===== src/rtl/tile_loader_pkg.sv =====
// Shared types and address-field layout for the tile loader.
// The three write address formats (kernel, input, overlap) are built from these field widths.
package tile_loader_pkg;

    typedef enum logic [2:0] {
        IDLE,
        LOAD_KERNEL,
        LOAD_INPUT,
        LOAD_OVERLAP,
        READY
    } state_t;

    localparam int ADDR_W     = 16;
    localparam int BANK_BIT   = 15;
    localparam int CNT_W      = 8;
    localparam int CNT_LEVELS = 4;

    localparam int INCH_W     = 1;
    localparam int K_OUTCH_W  = 4;
    localparam int K_KX_W     = 2;
    localparam int K_KY_W     = 2;
    localparam int K_KX_SH    = K_OUTCH_W;
    localparam int K_KY_SH    = K_KX_SH + K_KX_W;
    localparam int K_INCH_SH  = K_KY_SH + K_KY_W;

    localparam int IN_X_W     = 6;
    localparam int IN_Y_W     = 7;
    localparam int IN_Y_SH    = IN_X_W;
    localparam int IN_INCH_SH = IN_X_W + IN_Y_W;

    localparam int OV_Y_W     = 7;
    localparam int OV_INCH_SH = OV_Y_W;

    // Place a counter value into an address field of the given width.
    function automatic logic [ADDR_W-1:0] field(input logic [CNT_W-1:0] v, input int width,
                                                input int shift);
        logic [ADDR_W-1:0] mask;
        mask = (ADDR_W'(1) << width) - ADDR_W'(1);
        return (ADDR_W'(v) & mask) << shift;
    endfunction

endpackage


===== src/rtl/nested_counter.sv =====
// Cascaded multi-level counter; level 0 is fastest, each level wraps at its max_val.
// 'last' flags the final combination so the caller can change phase on the same edge.
module nested_counter #(
    parameter int LEVELS = 4,
    parameter int W      = 8
) (
    input  logic                       clk,
    input  logic                       rst_in,
    input  logic                       clear,
    input  logic                       en,
    input  logic [LEVELS-1:0][W-1:0]   max_val,
    output logic [LEVELS-1:0][W-1:0]   count,
    output logic                       last
);

    logic [LEVELS-1:0] at_max;
    logic [LEVELS-1:0] carry;

    always_comb begin
        // NOTE: every always_comb target gets a default first so no latch is inferred.
        at_max = '0;
        carry  = '0;
        for (int i = 0; i < LEVELS; i++) begin
            at_max[i] = (count[i] == max_val[i]);
        end
        carry[0] = 1'b1;
        for (int i = 1; i < LEVELS; i++) begin
            carry[i] = carry[i-1] & at_max[i-1];
        end
    end

    assign last = &at_max;

    // NOTE: sequential state uses non-blocking assignments so all levels update from pre-edge values.
    always_ff @(posedge clk) begin
        if (rst_in || clear) begin
            count <= '0;
        end else if (en) begin
            for (int i = 0; i < LEVELS; i++) begin
                if (carry[i]) begin
                    count[i] <= at_max[i] ? '0 : count[i] + W'(1);
                end
            end
        end
    end

endmodule


===== src/rtl/tile_loader.sv =====
// Streams one tile (kernel, input rows, right-overlap column) from an upstream source into
// chip memories, zero-filling padding elements without consuming source words.
module tile_loader
    import tile_loader_pkg::*;
#(
    parameter int IO_DATA_WIDTH = 16,
    parameter int TILE_W        = 64,
    parameter int TILE_H        = 128,
    parameter int IN_CH         = 2,
    parameter int OUT_CH        = 16,
    parameter int KERNEL_SIZE   = 3
) (
    input  logic                     clk,
    input  logic                     rst_in,
    input  logic                     start,
    input  logic [7:0]               valid_rows,
    input  logic                     overlap_present,
    input  logic [IO_DATA_WIDTH-1:0] src_data,
    input  logic                     src_valid,
    output logic                     src_ready,
    output logic [ADDR_W-1:0]        a_input,
    output logic [IO_DATA_WIDTH-1:0] b_input,
    output logic                     int_mem_we,
    output logic                     overlap_cache_we,
    output logic                     b_zero,
    output logic                     data_ready,
    input  logic                     fsm_done,
    output logic                     busy
);

    state_t                              state;
    logic [7:0]                          rows_q;
    logic                                overlap_q;
    logic [CNT_LEVELS-1:0][CNT_W-1:0]    cnt;
    logic [CNT_LEVELS-1:0][CNT_W-1:0]    cnt_max;
    logic                                cnt_last;
    logic                                loading;
    logic                                pad;
    logic                                advance;
    logic                                start_ok;
    logic [ADDR_W-1:0]                   addr;

    // One counter is reused by every phase; the per-phase limits select its shape.
    always_comb begin
        cnt_max = '0;
        addr    = '0;
        pad     = 1'b0;
        case (state)
            LOAD_KERNEL: begin
                cnt_max[0] = CNT_W'(OUT_CH - 1);
                cnt_max[1] = CNT_W'(KERNEL_SIZE - 1);
                cnt_max[2] = CNT_W'(KERNEL_SIZE - 1);
                cnt_max[3] = CNT_W'(IN_CH - 1);
                addr = (ADDR_W'(1) << BANK_BIT)
                     | field(cnt[3], INCH_W, K_INCH_SH)
                     | field(cnt[2], K_KY_W, K_KY_SH)
                     | field(cnt[1], K_KX_W, K_KX_SH)
                     | field(cnt[0], K_OUTCH_W, 0);
            end
            LOAD_INPUT: begin
                cnt_max[0] = CNT_W'(TILE_W - 1);
                cnt_max[1] = CNT_W'(TILE_H - 1);
                cnt_max[2] = CNT_W'(IN_CH - 1);
                addr = field(cnt[2], INCH_W, IN_INCH_SH)
                     | field(cnt[1], IN_Y_W, IN_Y_SH)
                     | field(cnt[0], IN_X_W, 0);
                pad  = (cnt[1] >= rows_q);
            end
            LOAD_OVERLAP: begin
                cnt_max[0] = CNT_W'(TILE_H - 1);
                cnt_max[1] = CNT_W'(IN_CH - 1);
                addr = field(cnt[1], INCH_W, OV_INCH_SH)
                     | field(cnt[0], OV_Y_W, 0);
                pad  = (cnt[0] >= rows_q) || !overlap_q;
            end
            default: ;
        endcase
    end

    assign loading   = (state == LOAD_KERNEL) || (state == LOAD_INPUT) || (state == LOAD_OVERLAP);
    assign advance   = loading && (pad || src_valid);
    assign src_ready = loading && !pad;
    assign start_ok  = (state == IDLE) && start;
    assign busy      = (state != IDLE);

    nested_counter #(
        .LEVELS (CNT_LEVELS),
        .W      (CNT_W)
    ) u_cnt (
        .clk     (clk),
        .rst_in  (rst_in),
        .clear   (start_ok),
        .en      (advance),
        .max_val (cnt_max),
        .count   (cnt),
        .last    (cnt_last)
    );

    always_ff @(posedge clk) begin
        if (rst_in) begin
            state            <= IDLE;
            rows_q           <= '0;
            overlap_q        <= 1'b0;
            a_input          <= '0;
            b_input          <= '0;
            int_mem_we       <= 1'b0;
            overlap_cache_we <= 1'b0;
            b_zero           <= 1'b0;
            data_ready       <= 1'b0;
        end else begin
            int_mem_we       <= 1'b0;
            overlap_cache_we <= 1'b0;
            b_zero           <= 1'b0;
            case (state)
                IDLE: begin
                    if (start) begin
                        rows_q    <= valid_rows;
                        overlap_q <= overlap_present;
                        state     <= LOAD_KERNEL;
                    end
                end
                LOAD_KERNEL, LOAD_INPUT, LOAD_OVERLAP: begin
                    if (advance) begin
                        a_input          <= addr;
                        b_input          <= pad ? '0 : src_data;
                        b_zero           <= pad;
                        int_mem_we       <= (state != LOAD_OVERLAP);
                        overlap_cache_we <= (state == LOAD_OVERLAP);
                        if (cnt_last) begin
                            state <= (state == LOAD_KERNEL) ? LOAD_INPUT :
                                     (state == LOAD_INPUT)  ? LOAD_OVERLAP : READY;
                        end
                    end
                end
                READY: begin
                    // The first READY cycle carries the final write, so data_ready lags it by one.
                    if (fsm_done) begin
                        state      <= IDLE;
                        data_ready <= 1'b0;
                    end else begin
                        data_ready <= 1'b1;
                    end
                end
                default: state <= IDLE;
            endcase
        end
    end

endmodule


===== config.mk =====
export PLATFORM = sky130hd
export DESIGN_NAME = tile_loader
export DESIGN_NICKNAME = d
export VERILOG_FILES = /design/src/rtl/tile_loader_pkg.sv /design/src/rtl/nested_counter.sv /design/src/rtl/tile_loader.sv
export SDC_FILE = /design/constraint.sdc
export NUM_CORES = 1
export LEC_CHECK = 0
export ABC_CLOCK_PERIOD_IN_PS = 3690
export CORE_MARGIN = 2
export CORE_UTILIZATION = 46
export CTS_CLUSTER_DIAMETER = 60
export DETAILED_ROUTE_END_ITERATION = 8
export HOLD_SLACK_MARGIN = 0.08
export PLACE_DENSITY_LB_ADDON = 0.05
export SETUP_SLACK_MARGIN = 0.5
export SKIP_LAST_GASP = 1
export SYNTH_ARGS = -nofsm -noshare
export SYNTH_HDL_FRONTEND = slang
export SYNTH_HIERARCHICAL = 1
export SYNTH_SLANG_ARGS = --single-unit

===== constraint.sdc =====
create_clock -name clk -period 3.69 [get_ports clk]
set_clock_uncertainty 0.2 [all_clocks]
set_input_delay 0.369 -clock clk [delete_from_list [all_inputs] [get_ports clk]]
set_output_delay 0.369 -clock clk [all_outputs]
set_load 0.02 [all_outputs]

==> flow_metrics.tcl <==
set metrics [dict create \
    antenna_found_initial 0 \
    postRouteAntennaNets 0 \
    fillCellCount 1038 \
    synth_xor_area_share_pct 7.70 \
    worstMarginPinSlew_ns 0.673 \
    hold_viol_final 0 \
    power_density_nw_per_um2 323 \
    die_height_um 111 \
    finalNonFillerCells 842 \
    r2r_end "u_cnt/count[7]" \
    dp.cells 824 \
    run_status "completed" \
    r2r.worst_path.cells 12 \
    first_global_vias 4843 \
    drv_cap 0 \
    period_share_pct 83.3 \
    yosysTopAreaCell "dfxtp_1" \
    synth_top_family_by_area "simple AND/OR/NAND/NOR gates" \
    rows 38 \
    p_leak_nw 2.45 \
    tns_ns 0 \
    synth_edf_count 0 \
    synth.avg_cell_area_sq_um 8.30 \
    synth_area_leaders "dfxtp_1, xor2_1, ha_1, nand2_1, nand4_1" \
    core_sq_um 11000 \
    htree_num_levels 3 \
    synth_cell_types 70 \
    critPathKind "register to register" \
    critical_path_required_ns 3.70 \
    place.gp.congestion 0.894 \
    drtIter0Drc 483 \
    finalSetupViolCount 0 \
    seq_area_frac_synth_pct 30.2 \
    cp-start-kind "register" \
    synth_compound_area_share_pct 19.7 \
    finalCriticalPeriod_ns 3.08 \
    fin_nets 747 \
    met3_usage_pct 4.26 \
    antenna_cells 0 \
    rrSetupSlack_ns 0.61 \
    clk_pin_slew_ns 0.06 \
    cp_max_fo 5 \
    tritoncts "done" \
    io_pins 68 \
    dpl-instance-area_sq_um 6090 \
    dpl.hpwl_mm 10.2 \
    synth-simple-area-share_pct 31.0 \
    cts-root-buf "clkbuf_16" \
    slew_violations 0 \
    reg2reg_from "rows_q[5]" \
    grt_overflow_total 0 \
    async_reset_ff_share_pct 0 \
    grt_busiest_layer "met2" \
    final_cell_area_sq_um 6480 \
    vias 5137 \
    max_freq_mhz 325 \
    clock-sinks 79 \
    cts_buffers 9 \
    min_to "rows_q[2]" \
    first_pass_iters 5 \
    rsz0062_at_grt "no" \
    synthAdderAreaFrac_pct 4.78 \
    synthMuxAreaShare_pct 0.789 \
    relSlewSlack_pct 55.2 \
    grt_first_pass_wirelength_mm 24.5 \
    grtUsageTotal_pct 24.1 \
    wl_per_cell_um 17.5 \
    hold_class "register to register" \
    clk_latency_ns 0.34 \
    worst_hold_startpoint "rows_q[2]" \
    port_buffers 66 \
    grt_use_met1_pct 33.1 \
    critPathArrivalTime_ns 3.09 \
    drive_gt1_share_pct 11.5 \
    routed_via_density 6.10 \
    synth_area_sq_um 5240 \
    ys_ff_latch 79 \
    peakVddDrop_mv 0.237 \
    yosysWarnings 6 \
    end_kind "register" \
    synthCells 631 \
    hold_depth 2 \
    start_util_pct 47.7 \
    routed_wl_mm 14.7 \
    die-area_sq_um 12300 \
    yosysTopAreaCellShare_pct 30.2 \
    ys.flop_type "dfxtp_1" \
    area_growth_syn_to_layout_pct 23.9 \
    drc_errors 0 \
    grt_max_degree 59 \
    use_met2_pct 38.0 \
    cts_max_path_buffers 2 \
    die_x_um 111 \
]
-- layout make-up --
cell class | instances | area (sq um) | area share [%]
Clock buffer | 13 | 270 | 4.17
Clock inverter | 3 | 40.0 | 0.618
Inverter | 18 | 67.6 | 1.04
Multi-Input combinational cell | 497 | 3470 | 53.6
Sequential cell | 79 | 1590 | 24.5
Tap cell | 140 | 175 | 2.70
Timing Repair Buffer | 92 | 866 | 13.4
-- through the flow --
stage,utilization (%),power [mW],hold WS [ns],worst slack [ns]
6_report,59.0,2.10,0.254,0.615
5_1_grt,59.0,2.18,0.268,0.520
4_1_cts,58.7,2.11,0.256,0.508
3_5_place_dp,55.4,1.18,0.248,0.280
3_3_place_gp,55.4,1.18,0.244,0.379
2_1_floorplan,-,1.08,0.236,0.501
-- metal layers --
metal	wire (um)	share of wire, %
met3	825	5.6
met4	333	2.3
met2	6740	46
met1	6840	46
met5	0	0
-- kinds of logic after synthesis --
logic type               Yosys count
buffers and inverters             70
multiplexers                       4
AO/OA/AOI/OAI                    132
other                              1
AND/OR/NAND/NOR                  279
XOR/XNOR                          46
flip-flops                        79
adder cells (fa/ha/maj)           20
-- power by group --
part	switching, mW	internal (mW)	leakage, nW
Combinational	0.164	0.113	1.66
Clock	0.347	0.577	0.156
Sequential	0.0197	0.875	0.643
Total	0.531	1.57	2.45
-- worst max-delay path: stages, from the launching register on --
cell     delay (ns)
dfxtp_1        0.33
inv_1          0.07
ha_1           0.32
a21o_1         0.19
a221o_1        0.40
a21oi_2        0.24
a31oi_2        0.15
buf_4          0.20
and3_1         0.17
and4_1         0.23
and3_2         0.22
xnor2_1        0.16
nor2_1         0.07
-- synth_stat cells, types with 8 or more instances --
| cell type | instances |
|---|---|
| a21oi_1 | 23 |
| a31oi_1 | 11 |
| a32o_1 | 8 |
| and3_1 | 17 |
| buf_2 | 10 |
| clkbuf_1 | 36 |
| dfxtp_1 | 79 |
| ha_1 | 20 |
| inv_1 | 17 |
| nand2_1 | 60 |
| nand2b_1 | 24 |
| nand3_1 | 28 |
| nand4_1 | 33 |
| nor2_1 | 16 |
| nor3_1 | 35 |
| nor3b_1 | 16 |
| nor4_1 | 10 |
| o211ai_1 | 15 |
| o21ai_0 | 11 |
| o311ai_0 | 12 |
| o311ai_1 | 11 |
| xnor2_1 | 10 |
| xor2_1 | 36 |
-- worst max path at each step --
stage	cells past startpoint	slack, ns	endpoint	startpoint
final	12	0.61	u_cnt/count[7]	rows_q[5]
after global routing	10	0.52	state[0]	state[0]
after CTS	10	0.51	state[0]	state[0]
after detailed placement	9	0.28	state[0]	state[1]
after global placement	9	0.38	state[0]	state[1]
after floorplan	13	0.50	u_cnt/count[18]	u_cnt/count[8]
-- layout by cell type (no fill, tap or decap), types with 3 or more instances in the layout --
cell type,count
nand4_1,33
o31ai_1,7
conb_1,16
nand3_1,28
xnor2_1,10
and3_1,17
clkdlybuf4s50_1,64
nand2_1,59
o21ai_0,10
a32oi_1,6
a311oi_1,3
nand2b_1,24
a21oi_1,22
clkbuf_8,3
nor3_1,34
dfxtp_2,7
clkbuf_16,9
or4_1,3
ha_1,20
inv_1,17
dfxtp_1,72
buf_4,24
and2_1,4
a32o_1,8
nor2b_1,6
or2_2,3
and4_1,5
o211ai_1,15
a22o_1,3
nor4_1,8
a31oi_1,10
nor3b_1,15
o311ai_1,11
xor2_1,36
nor2_1,16
o311ai_0,12
mux2i_1,3
nor4_2,4
-- flip-flops by register name, summed over array words and instances (netlist names) --
signal / flops
a_input: 15
state: 3
b_zero: 1
int_mem_we: 1
overlap_cache_we: 1
data_ready: 1
rows_q: 8
u_cnt/count: 32
overlap_q: 1
b_input: 16
-- timing repair --
item,4_1_cts,5_1_grt
resized for setup,10,8
pin swaps,2,0
endpoints found under the setup margin,14,23
buffers inserted,2,0
hold buffers,0,0
No activity file was read; power rests on OpenSTA's default activity.
